--- config.mk ---
export PLATFORM = sky130hd
export DESIGN_NAME = store_unit_flat
export DESIGN_NICKNAME = d
export VERILOG_FILES = /design/src/rtl/store_unit_if.sv /design/src/rtl/store_unit.sv /design/src/flat_wrapper.sv
export SDC_FILE = /design/constraint.sdc
export NUM_CORES = 1
export LEC_CHECK = 0
export ABC_AREA = 1
export ABC_CLOCK_PERIOD_IN_PS = 4800
export CAP_MARGIN = 20
export CORE_MARGIN = 2
export CORE_UTILIZATION = 41
export CTS_CLUSTER_SIZE = 16
export DETAILED_ROUTE_END_ITERATION = 8
export PLACE_DENSITY = 0.77
export SLEW_MARGIN = 20
export SYNTH_ARGS = -nofsm -noshare
export SYNTH_HDL_FRONTEND = slang
export SYNTH_SLANG_ARGS = --single-unit
--- constraint.sdc ---
create_clock -name clk -period 4.8 [get_ports clk]
set_input_delay 0.96 -clock clk [delete_from_list [all_inputs] [get_ports clk]]
set_output_delay 0.96 -clock clk [all_outputs]
set_load 0.02 [all_outputs]
--- src/rtl/store_unit_if.sv ---
// -----------------------------------------------------------------------------
// store_unit_if
// Memory-mapped IO write channel driven by the store unit.
//   io_valid  : write request pending (master -> slave)
//   io_ready  : sink accepts; transfer happens when io_valid && io_ready
//   io_addr   : IO byte address
//   io_data   : lane-shifted write data
//   io_be     : per-byte enables
// Modports: master (store unit side), slave (IO sink side).
// -----------------------------------------------------------------------------
interface store_unit_if #(
  parameter int ADDR_W = 32,
  parameter int DATA_W = 32
);
  logic                  io_valid;
  logic                  io_ready;
  logic [ADDR_W-1:0]     io_addr;
  logic [DATA_W-1:0]     io_data;
  logic [DATA_W/8-1:0]   io_be;

  modport master (output io_valid, io_addr, io_data, io_be, input io_ready);
  modport slave  (input io_valid, io_addr, io_data, io_be, output io_ready);
endinterface

--- src/rtl/store_unit.sv ---
// -----------------------------------------------------------------------------
// store_unit
// Write-side counterpart of the load path. Turns an EXE-stage store request
// into byte-lane-aligned write data and per-lane enables for DMEM/IMEM, and
// issues memory-mapped IO writes over a valid/ready channel while stalling
// the pipeline. All outputs are registered (one cycle of latency).
//
// Ports:
//   clk, rst        clock (rising edge), asynchronous active-high reset
//   st_valid        store request present
//   st_type         00=SB 01=SH 10=SW 11=reserved (no store)
//   st_addr/st_data byte address and unaligned rs2 value
//   dmem_we/imem_we per-byte write enables
//   mem_addr        word address st_addr[31:2]
//   mem_din         lane-shifted store data
//   io              IO write channel (store_unit_if.master)
//   stall           high while an IO write is pending
//   misalign        one-cycle pulse on a misaligned store
//   misalign_cnt    saturating misaligned-store count (only with the macro)
//
// Region decode on st_addr[31:28]: 0001 DMEM, 0010 IMEM, 0011 both, 1000 IO.
//
// Optional feature macro: STORE_MISALIGN_FIX_EN
//   defined   : misaligned stores are forced to alignment and still written;
//               misalign still pulses; misalign_cnt port is added.
//   undefined : misaligned stores are dropped.
// -----------------------------------------------------------------------------
module store_unit #(
  parameter int ADDR_W     = 32,
  parameter int DATA_W     = 32,
  parameter int IO_TIMEOUT = 255
) (
  input  logic              clk,
  input  logic              rst,
  input  logic              st_valid,
  input  logic [1:0]        st_type,
  input  logic [ADDR_W-1:0] st_addr,
  input  logic [DATA_W-1:0] st_data,
  output logic [3:0]        dmem_we,
  output logic [3:0]        imem_we,
  output logic [ADDR_W-3:0] mem_addr,
  output logic [DATA_W-1:0] mem_din,
  store_unit_if.master      io,
  output logic              stall,
  output logic              misalign
`ifdef STORE_MISALIGN_FIX_EN
  ,
  output logic [15:0]       misalign_cnt
`endif
);

  localparam int         CNT_W = $clog2(IO_TIMEOUT + 1);
  localparam logic [1:0] ST_SB = 2'b00;
  localparam logic [1:0] ST_SH = 2'b01;
  localparam logic [1:0] ST_SW = 2'b10;

  typedef enum logic {IDLE, IO_REQ} state_e;

  state_e            state_q, state_d;
  logic [CNT_W-1:0]  cnt_q, cnt_d;
  logic [3:0]        dmem_we_q, dmem_we_d;
  logic [3:0]        imem_we_q, imem_we_d;
  logic [ADDR_W-3:0] mem_addr_q, mem_addr_d;
  logic [DATA_W-1:0] mem_din_q, mem_din_d;
  logic [ADDR_W-1:0] io_addr_q, io_addr_d;
  logic [DATA_W-1:0] io_data_q, io_data_d;
  logic [3:0]        io_be_q, io_be_d;
  logic              misalign_q, misalign_d;

  logic              accept;
  logic              mis_c;
  logic              write_ok;
  logic              io_start;
  logic [1:0]        addr_lo;
  logic [3:0]        region;
  logic [3:0]        lane_be;
  logic [3:0]        wr_be;
  logic [DATA_W-1:0] lane_data;

  assign region = st_addr[ADDR_W-1 -: 4];
  // Requests arriving while an IO write is pending are ignored: upstream is stalled.
  assign accept = st_valid && (state_q == IDLE) && (st_type != 2'b11);
  assign mis_c  = ((st_type == ST_SH) && st_addr[0]) ||
                  ((st_type == ST_SW) && (st_addr[1:0] != 2'b00));

`ifdef STORE_MISALIGN_FIX_EN
  // Force the low address bits to the access size and let the write proceed.
  assign addr_lo  = (st_type == ST_SW) ? 2'b00 :
                    (st_type == ST_SH) ? {st_addr[1], 1'b0} : st_addr[1:0];
  assign write_ok = 1'b1;
`else
  assign addr_lo  = st_addr[1:0];
  assign write_ok = !mis_c;
`endif

  // Lane formation: replicate the narrow value across the word so the lane
  // selected by the enables always carries the right bytes.
  always_comb begin
    // NOTE: every combinational output gets a default first so no path leaves it
    // unassigned; otherwise synthesis infers a latch.
    lane_be   = 4'b0000;
    lane_data = st_data;
    case (st_type)
      ST_SB: begin
        lane_be   = 4'b0001 << addr_lo;
        lane_data = {4{st_data[7:0]}};
      end
      ST_SH: begin
        lane_be   = addr_lo[1] ? 4'b1100 : 4'b0011;
        lane_data = {2{st_data[15:0]}};
      end
      ST_SW:   lane_be = 4'b1111;
      default: lane_be = 4'b0000;
    endcase
  end

  assign wr_be    = (accept && write_ok) ? lane_be : 4'b0000;
  assign io_start = accept && write_ok && (region == 4'b1000);

  // Memory write path: enables live for exactly the cycle after the request.
  always_comb begin
    dmem_we_d  = ((region == 4'b0001) || (region == 4'b0011)) ? wr_be : 4'b0000;
    imem_we_d  = ((region == 4'b0010) || (region == 4'b0011)) ? wr_be : 4'b0000;
    misalign_d = accept && mis_c;
    mem_addr_d = mem_addr_q;
    mem_din_d  = mem_din_q;
    if (accept) begin
      mem_addr_d = st_addr[ADDR_W-1:2];
      mem_din_d  = lane_data;
    end
  end

  // IO FSM: capture the request, then hold it stable until accepted or timed out.
  always_comb begin
    state_d   = state_q;
    cnt_d     = cnt_q;
    io_addr_d = io_addr_q;
    io_data_d = io_data_q;
    io_be_d   = io_be_q;
    case (state_q)
      IDLE: begin
        if (io_start) begin
          state_d   = IO_REQ;
          cnt_d     = '0;
          io_addr_d = {st_addr[ADDR_W-1:2], addr_lo};
          io_data_d = lane_data;
          io_be_d   = lane_be;
        end
      end
      IO_REQ: begin
        // The counter tracks completed wait cycles; the request is abandoned
        // after IO_TIMEOUT cycles of io_valid without io_ready.
        if (io.io_ready || (cnt_q == CNT_W'(IO_TIMEOUT - 1))) begin
          state_d = IDLE;
        end else begin
          cnt_d = cnt_q + CNT_W'(1);
        end
      end
    endcase
  end

  // NOTE: sequential state uses non-blocking assignments so every flop samples
  // pre-edge values regardless of statement order.
  always_ff @(posedge clk or posedge rst) begin
    if (rst) begin
      state_q    <= IDLE;
      cnt_q      <= '0;
      dmem_we_q  <= '0;
      imem_we_q  <= '0;
      mem_addr_q <= '0;
      mem_din_q  <= '0;
      io_addr_q  <= '0;
      io_data_q  <= '0;
      io_be_q    <= '0;
      misalign_q <= 1'b0;
    end else begin
      state_q    <= state_d;
      cnt_q      <= cnt_d;
      dmem_we_q  <= dmem_we_d;
      imem_we_q  <= imem_we_d;
      mem_addr_q <= mem_addr_d;
      mem_din_q  <= mem_din_d;
      io_addr_q  <= io_addr_d;
      io_data_q  <= io_data_d;
      io_be_q    <= io_be_d;
      misalign_q <= misalign_d;
    end
  end

`ifdef STORE_MISALIGN_FIX_EN
  logic [15:0] mcnt_q, mcnt_d;

  assign mcnt_d = (misalign_d && (mcnt_q != 16'hFFFF)) ? mcnt_q + 16'd1 : mcnt_q;

  always_ff @(posedge clk or posedge rst) begin
    if (rst) mcnt_q <= '0;
    else     mcnt_q <= mcnt_d;
  end

  assign misalign_cnt = mcnt_q;
`endif

  // io_valid and stall decode the state flop directly, so reset clears them
  // without waiting for an edge.
  assign io.io_valid = (state_q == IO_REQ);
  assign io.io_addr  = io_addr_q;
  assign io.io_data  = io_data_q;
  assign io.io_be    = io_be_q;
  assign stall       = (state_q == IO_REQ);
  assign dmem_we     = dmem_we_q;
  assign imem_we     = imem_we_q;
  assign mem_addr    = mem_addr_q;
  assign mem_din     = mem_din_q;
  assign misalign    = misalign_q;

endmodule

--- src/flat_wrapper.sv ---
// flat-port wrapper written by rule: the top's interface ports become plain ports
module store_unit_flat 
#(
  parameter int ADDR_W     = 32,
  parameter int DATA_W     = 32,
  parameter int IO_TIMEOUT = 255
)
  (clk, rst, st_valid, st_type, st_addr, st_data, dmem_we, imem_we, mem_addr, mem_din, stall, misalign, io_io_valid, io_io_addr, io_io_data, io_io_be, io_io_ready);
  store_unit_if #(.ADDR_W(ADDR_W), .DATA_W(DATA_W)) io_i ();
  input  logic clk;
  input  logic rst;
  input  logic st_valid;
  input  logic [1:0] st_type;
  input  logic [ADDR_W-1:0] st_addr;
  input  logic [DATA_W-1:0] st_data;
  output logic [3:0] dmem_we;
  output logic [3:0] imem_we;
  output logic [ADDR_W-3:0] mem_addr;
  output logic [DATA_W-1:0] mem_din;
  output logic stall;
  output logic misalign;
  output wire logic [$bits(io_i.io_valid)-1:0] io_io_valid;
  output wire logic [$bits(io_i.io_addr)-1:0] io_io_addr;
  output wire logic [$bits(io_i.io_data)-1:0] io_io_data;
  output wire logic [$bits(io_i.io_be)-1:0] io_io_be;
  input wire logic [$bits(io_i.io_ready)-1:0] io_io_ready;
  assign io_io_valid = io_i.io_valid;
  assign io_io_addr = io_i.io_addr;
  assign io_io_data = io_i.io_data;
  assign io_io_be = io_i.io_be;
  assign io_i.io_ready = io_io_ready;
  store_unit #(.ADDR_W(ADDR_W), .DATA_W(DATA_W), .IO_TIMEOUT(IO_TIMEOUT)) u_core (.clk(clk), .rst(rst), .st_valid(st_valid), .st_type(st_type), .st_addr(st_addr), .st_data(st_data), .dmem_we(dmem_we), .imem_we(imem_we), .mem_addr(mem_addr), .mem_din(mem_din), .io(io_i), .stall(stall), .misalign(misalign));
endmodule
==> key figures, run 1 <==
Status
  • Status: finished, final reports clean

Placement
  • Dpl hpwl: 11.9 mm
  • Port bufs: 210
  • Routability cong.: 0.810
  • Dpl ws: 1320 ps

Clocking
  • CTS Root Cell: clkbuf_16
  • Max Root-Sink Buffers: 2
  • # H-tree levels: 4
  • Post-CTS Setup Inserts: 0
  • Clock Latency Late Sink: 420 ps
  • Hold_buf cts: 0
  • Post-CTS sizing: 0
  • CTS Buf Count: 17
  • CTS sink count: 148
  • CTS tree: done
  • Clk pin slew, worst setup/hold paths: 60 ps

Logic synthesis
  • Mapped Avg Cell Area: 8.70 um^2
  • Synth top area share: 61.3%
  • Async set-or-reset flop fraction in the synthesized netlist: 100%
  • Syn Inst Count: 694
  • Post-synth EDFFs: 0
  • Yosys reg bits: 148
  • Unique masters post-synth: 25
  • Synth Flop Type: dfrtp_1
  • Sequential area share after synthesis: 61.3%
  • Synthesized net count: 766
  • Area leader, netlist: dfrtp_1
  • Synthesized area: 6040 um^2
  • Ys Warns: 0
  • Synth area leaders: dfrtp_1 (61%), nand2_1 (19%), o21ai_0 (7.0%), inv_1 (2.5%), nor2_1 (2.1%)

Die
  • Row cnt: 44
  • IO Pins: 211
  • Initial Utilization: 41.7%
  • Chip height: 125 um
  • CORE AREA: 14500 um^2
  • Die ar.: 15700 um^2
  • Die width: 125 um

Setup path
  • Critical path peak fanout: 60
  • Startpoint Class: input pin
  • WS Path Type: input pin to register
  • Worst path slowest cell: clkdlybuf4s50_1
  • Arr. time, crit path: 3330 ps
  • Setup crit end kind: register
  • Cell Chain, Critical Path: clkdlybuf4s50_1 > nor2_4 > nor2_2 > nand2_2 > nand3_4 > buf_12 > nand2_1 > o21ai_0
  • CP max stage delay: 720 ps
  • R2R setup slack: 2800 ps
  • Worst Path Required: 5090 ps

Timing
  • Worst slew pin tran: 847 ps
  • Max-slew headroom: 43.5%
  • Skew final: 11.9 ps
  • Final hold violation count: 0
  • Endpoints failing setup: 0
  • Final Cycle Share: 63.2%
  • Max-slew violations: 0
  • Worst hold slack: 464 ps
  • Final worst-path setup slack: 1770 ps
  • RSZ-0062 raised after global routing: no
  • Fin crit period: 3040 ps
  • Fmax: 329 MHz
  • Setup TNS Final: 0 ps

Power and ir drop
  • Clock Power Share: 34.7%
  • Sw power: 1.18 mW
  • PwrDens: 433 nW/um^2
  • Switch share: 30.6%
  • Worst vdd ir: 0.262 mV
  • Internal power: 2.66 mW
  • Combinational share of power: 25.0%
  • Seq pwr share: 40.2%
  • Static Leakage: 4.30 nW

Global route
  • Grt ovf: 0
  • First-pass GRT wire length: 27.1 mm
  • Largest net degree at the start of global routing: 95
  • Number of global-route vias before repair: 5036
  • Initial antenna violation count: 0
  • Total GRT Usage: 21.9%

Flow run
  • Max Cap Violations: 0

Layout
  • Multi-input logic area: 2010 um^2
  • Share of layout cells above drive strength 1: 5.50%
  • Nets: 968
  • FF+latch area: 3700 um^2
  • Area Overhead vs Synth: 47.1%
  • Filler Cell Count: 1262
  • Antenna cells: 0

Min path
  • Worst min-delay path class: register to register

Routing
  • Routed wl met3: 1.03 mm
  • Routed WL per cell: 15.5 um
  • DR pass1 iterations: 4
  • Max layer used: met4
  • Drt total wl: 17.0 mm
  • Drt drc: 0
  • Vias per cell: 4.74
  • Antenna Violating Nets Remaining: 0
  • Via count: 5176
  • Initial drt markers: 320
  • Routed wl met2: 7.94 mm
  • M1 WL: 7.65 mm
==> cells in the final DEF (no fill, tap or decap) <==
master and instances:
o21ai_0 84, nand3_4 2, nand3_1 13, clkinv_4 4
xor2_1 1, clkbuf_1 1, inv_2 1, nand2_2 2
inv_1 40, inv_6 4, bufinv_16 2, nor2_2 1
nand2_1 308, clkinvlp_4 3, or2_2 3, ha_1 2
a31oi_1 8, xnor2_1 1, buf_12 2, clkdlybuf4s50_1 210
inv_8 2, o21bai_1 1, nor2_1 33, buf_4 5
a21oi_1 8, nor2_4 2, clkbuf_16 17, nor3b_1 1
dfrtp_1 148
==> flip-flops by register name, summed over array words and instances (netlist names), 4 cells and up <==
| name | cells |
|---|---|
| u_core.io.io_addr | 32 |
| u_core.io.io_data | 32 |
| u_core.mem_din | 32 |
| u_core.mem_addr | 30 |
| u_core.cnt_q | 8 |
| u_core.dmem_we | 4 |
| u_core.imem_we | 4 |
| u_core.io.io_be | 4 |
==> synth_stat cells (2+ instances only) <==
cell type  number
nor2_4          2
nand2_2         2
buf_4           4
a21oi_1         8
or2_2           3
o21ai_0        84
ha_1            2
buf_2          15
inv_1          41
dfrtp_1       148
nand2_1       308
a31oi_1         8
nor2_1         33
buf_6           2
nand3_1        13
clkbuf_1       12
==> cells by family (layout without fill, tap and decap cells) <==
logic type | count (synthesis) | in the layout | synth area share, %
buf+inv | 76 | 291 | 5.53
simple gates | 365 | 365 | 23.9
compound gates | 101 | 101 | 8.58
fa+ha+maj | 2 | 2 | 0.414
xor+xnor | 2 | 2 | 0.290
flops | 148 | 148 | 61.3
==> path summary, 6_finish.rpt <==
kind / from / to / cells after the start
min: u_core.io.io_addr[28] / u_core.io.io_addr[28] / 2
max reg2reg: u_core.io.io_valid / u_core.io.io_data[24] / 7
max: st_type[0] / u_core.io.io_data[24] / 8
min in group asynchronous: rst / u_core.io.io_be[1] / 2
min reg2reg: u_core.io.io_addr[28] / u_core.io.io_addr[28] / 2
max in group asynchronous: rst / u_core.mem_addr[20] / 3
==> layout make-up <==
class                   instances  area share, %
clock inverters                14           1.89
inverters                      42           1.82
multi-input cells             470           22.6
flip-flops and latches        148           41.7
well taps                     184           2.59
repair buffers                217           24.5
clock buffers                  18           4.83
==> through the flow <==
stage | cells | instance area, um^2 | utilization, % | power, mW
2_1_floorplan | 694 | 6040 | - | 2.00
3_3_place_gp | 1061 | 8280 | 57.2 | 2.52
3_5_place_dp | 1061 | 8280 | 57.2 | 2.53
4_1_cts | 1093 | 8880 | 61.3 | 3.88
5_1_grt | 1093 | 8880 | 61.3 | 4.02
6_report | 1093 | 8880 | 61.3 | 3.84
==> worst max-delay path, delay by kind of cell <==
kind            cells  cell delay (ps)
compound gates      1               70
buf+inv             2             1140
simple gates        5             1150
==> power by group through the flow <==
stage                     Combinational (mW)  Sequential (mW)  Clock, mW
after floorplan                        0.224             1.78          0
after global routing                    1.04             1.57       1.42
after CTS                              0.975             1.55       1.36
after detailed placement               0.973             1.56          0
final                                  0.962             1.55       1.33
after global placement                 0.958             1.56          0
==> per-layer routing <==
metal	track usage [%]	vias to the layer above
met5	0	-
met4	7.12	0
met3	6.03	22
met2	34.8	155
met1	29.4	2431
li1	-	2568
Power figures use the tool's default switching activity.
==> run 2: changes to the inputs <==
--- a/config.mk
+++ b/config.mk
@@ -6,13 +6,13 @@
 export NUM_CORES = 1
 export LEC_CHECK = 0
 export ABC_AREA = 1
-export ABC_CLOCK_PERIOD_IN_PS = 4800
+export ABC_CLOCK_PERIOD_IN_PS = 3100
 export CAP_MARGIN = 20
 export CORE_MARGIN = 2
-export CORE_UTILIZATION = 41
+export CORE_UTILIZATION = 45
 export CTS_CLUSTER_SIZE = 16
 export DETAILED_ROUTE_END_ITERATION = 8
-export PLACE_DENSITY = 0.77
+export PLACE_DENSITY = 0.8
 export SLEW_MARGIN = 20
 export SYNTH_ARGS = -nofsm -noshare
 export SYNTH_HDL_FRONTEND = slang
==> constraint.sdc (replaced) <==
create_clock -name clk -period 3.1 [get_ports clk]
set_input_delay 0.62 -clock clk [delete_from_list [all_inputs] [get_ports clk]]
set_output_delay 0.62 -clock clk [all_outputs]
set_load 0.02 [all_outputs]
==> key figures, run 2 (synthesis gave the netlist of run 1 again) <==
Power and ir drop
  • Static Leakage: 4.33 nW (was 4.30 nW)
  • Clock Power Share: 34.3% (was 34.7%)
  • Switch share: 29.3% (was 30.6%)
  • Worst vdd ir: 0.404 mV (was 0.262 mV)
  • Combinational share of power: 25.2% (was 25.0%)
  • Sw power: 1.74 mW (was 1.18 mW)
  • Internal power: 4.19 mW (was 2.66 mW)
  • PwrDens: 666 nW/um^2 (was 433 nW/um^2)
  • Seq pwr share: 40.5% (was 40.2%)
  • Total power draw: 5.94 mW (was 3.84 mW)

Routing
  • Antenna Violating Nets Remaining: 0 (unchanged)
  • Vias per cell: 4.89 (was 4.74)
  • Via count: 5324 (was 5176)
  • Initial drt markers: 372 (was 320)
  • Routed WL per cell: 15.8 um (was 15.5 um)
  • DR pass1 iterations: 5 (was 4)
  • Drt total wl: 17.2 mm (was 17.0 mm)
  • Drt drc: 0 (unchanged)

Setup path
  • WS Path Type: input pin to register (unchanged)
  • Setup crit end kind: register (unchanged)
  • Most frequent CP cell: nand2_1
  • CP max stage delay: 630 ps (was 720 ps)
  • Arr. time, crit path: 2730 ps (was 3330 ps)
  • Worst path slowest cell: clkdlybuf4s50_1 (unchanged)
  • Worst Path Required: 3450 ps (was 5090 ps)
  • Critical path peak fanout: 32 (was 60)
  • Cell Chain, Critical Path: clkdlybuf4s50_1 > buf_4 > inv_1 > nand2_1 > nand2_1 > nand2_2 > nand2_1 > nor2_4 > or2_2 (was clkdlybuf4s50_1 > nor2_4 > nor2_2 > nand2_2 > nand3_4 > buf_12 > nand2_1 > o21ai_0)
  • Startpoint Class: input pin (unchanged)

Flow run
  • Max Cap Violations: 0 (unchanged)

Die
  • Initial Utilization: 45.8% (was 41.7%)
  • Die ar.: 14400 um^2 (was 15700 um^2)
  • Row cnt: 42 (was 44)
  • Die width: 120 um (was 125 um)
  • Chip height: 120 um (was 125 um)
  • IO Pins: 211 (unchanged)
  • CORE AREA: 13200 um^2 (was 14500 um^2)

Layout
  • Commonest non-fill, non-tap cells in the layout: nand2_1 (308), clkdlybuf4s50_1 (210), dfrtp_1 (148) (unchanged)
  • Nets: 973 (was 968)
  • Area Overhead vs Synth: 47.7% (was 47.1%)
  • Non-filler cells, final: 1088 (was 1093)
  • Antenna cells: 0 (unchanged)
  • Most common cell after layout, fill and taps aside: nand2_1 (unchanged)
  • Share of layout cells above drive strength 1: 5.70% (was 5.50%)

Clocking
  • Max Root-Sink Buffers: 2 (unchanged)
  • # H-tree levels: 4 (unchanged)
  • Hold_buf cts: 0 (unchanged)
  • Clock Latency Late Sink: 410 ps (was 420 ps)
  • CTS Root Cell: clkbuf_16 (unchanged)
  • CTS sink count: 148 (unchanged)
  • CTS tree: done (unchanged)
  • Clk pin slew, worst setup/hold paths: 60 ps (about the same)
  • Post-CTS sizing: 0 (unchanged)
  • CTS Buf Count: 17 (unchanged)
  • Post-CTS Setup Inserts: 0 (unchanged)

Status
  • Status: finished, final reports clean (unchanged)

Placement
  • Dpl hpwl: 12.2 mm (was 11.9 mm)
  • DP Cell Count: 1058 (was 1061)
  • Port bufs: 210 (unchanged)
  • Dpl ws: 288 ps (was 1320 ps)
  • Routability cong.: 0.846 (was 0.810)

Global route
  • Met1 usage: 32.2% (was 29.4%)
  • GR Util met2: 40.2% (was 34.8%)
  • Grt ovf: 0 (unchanged)
  • Total GRT Usage: 24.8% (was 21.9%)
  • Number of global-route vias before repair: 5261 (was 5036)
  • Initial antenna violation count: 0 (unchanged)
  • Met3 usage in global routing: 7.13% (was 6.03%)
  • GRT busiest layer: met2 (unchanged)
  • Largest net degree at the start of global routing: 66 (was 95)
  • First-pass GRT wire length: 27.2 mm (was 27.1 mm)

Timing
  • Endpoints failing setup: 0 (unchanged)
  • Worst slew pin tran: 793 ps (was 847 ps)
  • Fin crit period: 2380 ps
  • Worst hold slack: 467 ps (was 464 ps)
  • Max-slew headroom: 47.0% (was 43.5%)
  • Final worst-path setup slack: 724 ps (was 1770 ps)
  • RSZ-0062 raised after global routing: no (unchanged)
  • Fmax: 421 MHz
  • Max-slew violations: 0 (unchanged)
  • Setup TNS Final: 0 ps (unchanged)
  • Final hold violation count: 0 (unchanged)
  • Final Cycle Share: 76.7%
  • Skew final: 4.54 ps (was 11.9 ps)

Min path
  • Worst min-delay path class: register to register (unchanged)
==> run 2: changes by cell type in the layout (fill, tap and decap cells not counted) <==
cell,change
clkinv_2,+4
inv_6,-4
buf_4,+3
clkinv_4,-3
buf_12,+2
inv_8,-2
bufinv_16,+1
clkbuf_1,+1
clkbuf_8,+1
==> run 2: area by class of cell <==
cell class,count,area (um^2)
repair buffers,222,2240
flip-flops and latches,148,3700
well taps,176,220
clock inverters,10,134
fillers,1059,4270
multi-input cells,470,2010
inverters,42,161
clock buffers,20,447
==> run 2: layer usage <==
layer,share of wire (%),vias up
li1,-,2574
met1,43,2508
met2,48,212
met3,6.4,30
met4,2.5,0
met5,0,-
==> run 2: path summary, 6_finish.rpt <==
kind,cells past startpoint,slack (ps),from,end
max in group asynchronous,4,1780,rst,u_core.mem_addr[20]
min in group asynchronous,2,560,rst,u_core.mem_addr[3]
worst max-delay path,9,720,st_type[0],u_core.io.io_addr[31]
worst min register to register,2,470,u_core.io.io_addr[28],u_core.io.io_addr[28]
worst max register to register,6,990,u_core.io.io_valid,u_core.io.io_addr[31]
worst min-delay path,2,470,u_core.io.io_addr[28],u_core.io.io_addr[28]
==> run 2: through the flow <==
| stage | cell area (um^2) | utilization (%) |
|---|---|---|
| 4_1_cts | 8920 | 67.6 |
| 3_3_place_gp | 8340 | 63.2 |
| 6_report | 8920 | 67.6 |
| 3_5_place_dp | 8340 | 63.2 |
| 5_1_grt | 8920 | 67.6 |
| 2_1_floorplan | 6040 | - |
==> run 2: power groups by stage <==
| stage | Clock (mW) | Combinational [mW] | Sequential, mW |
|---|---|---|---|
| after floorplan | 0 | 0.348 | 2.76 |
| after global placement | 0 | 1.48 | 2.42 |
| after detailed placement | 0 | 1.51 | 2.42 |
| after CTS | 2.06 | 1.51 | 2.40 |
| after global routing | 2.15 | 1.61 | 2.43 |
| final | 2.04 | 1.50 | 2.40 |
==> run 2: critical path: cells and delay by family <==
kind                   cells  cell delay [ps]
AND/OR/NAND/NOR            6             1180
buffers and inverters      3              920
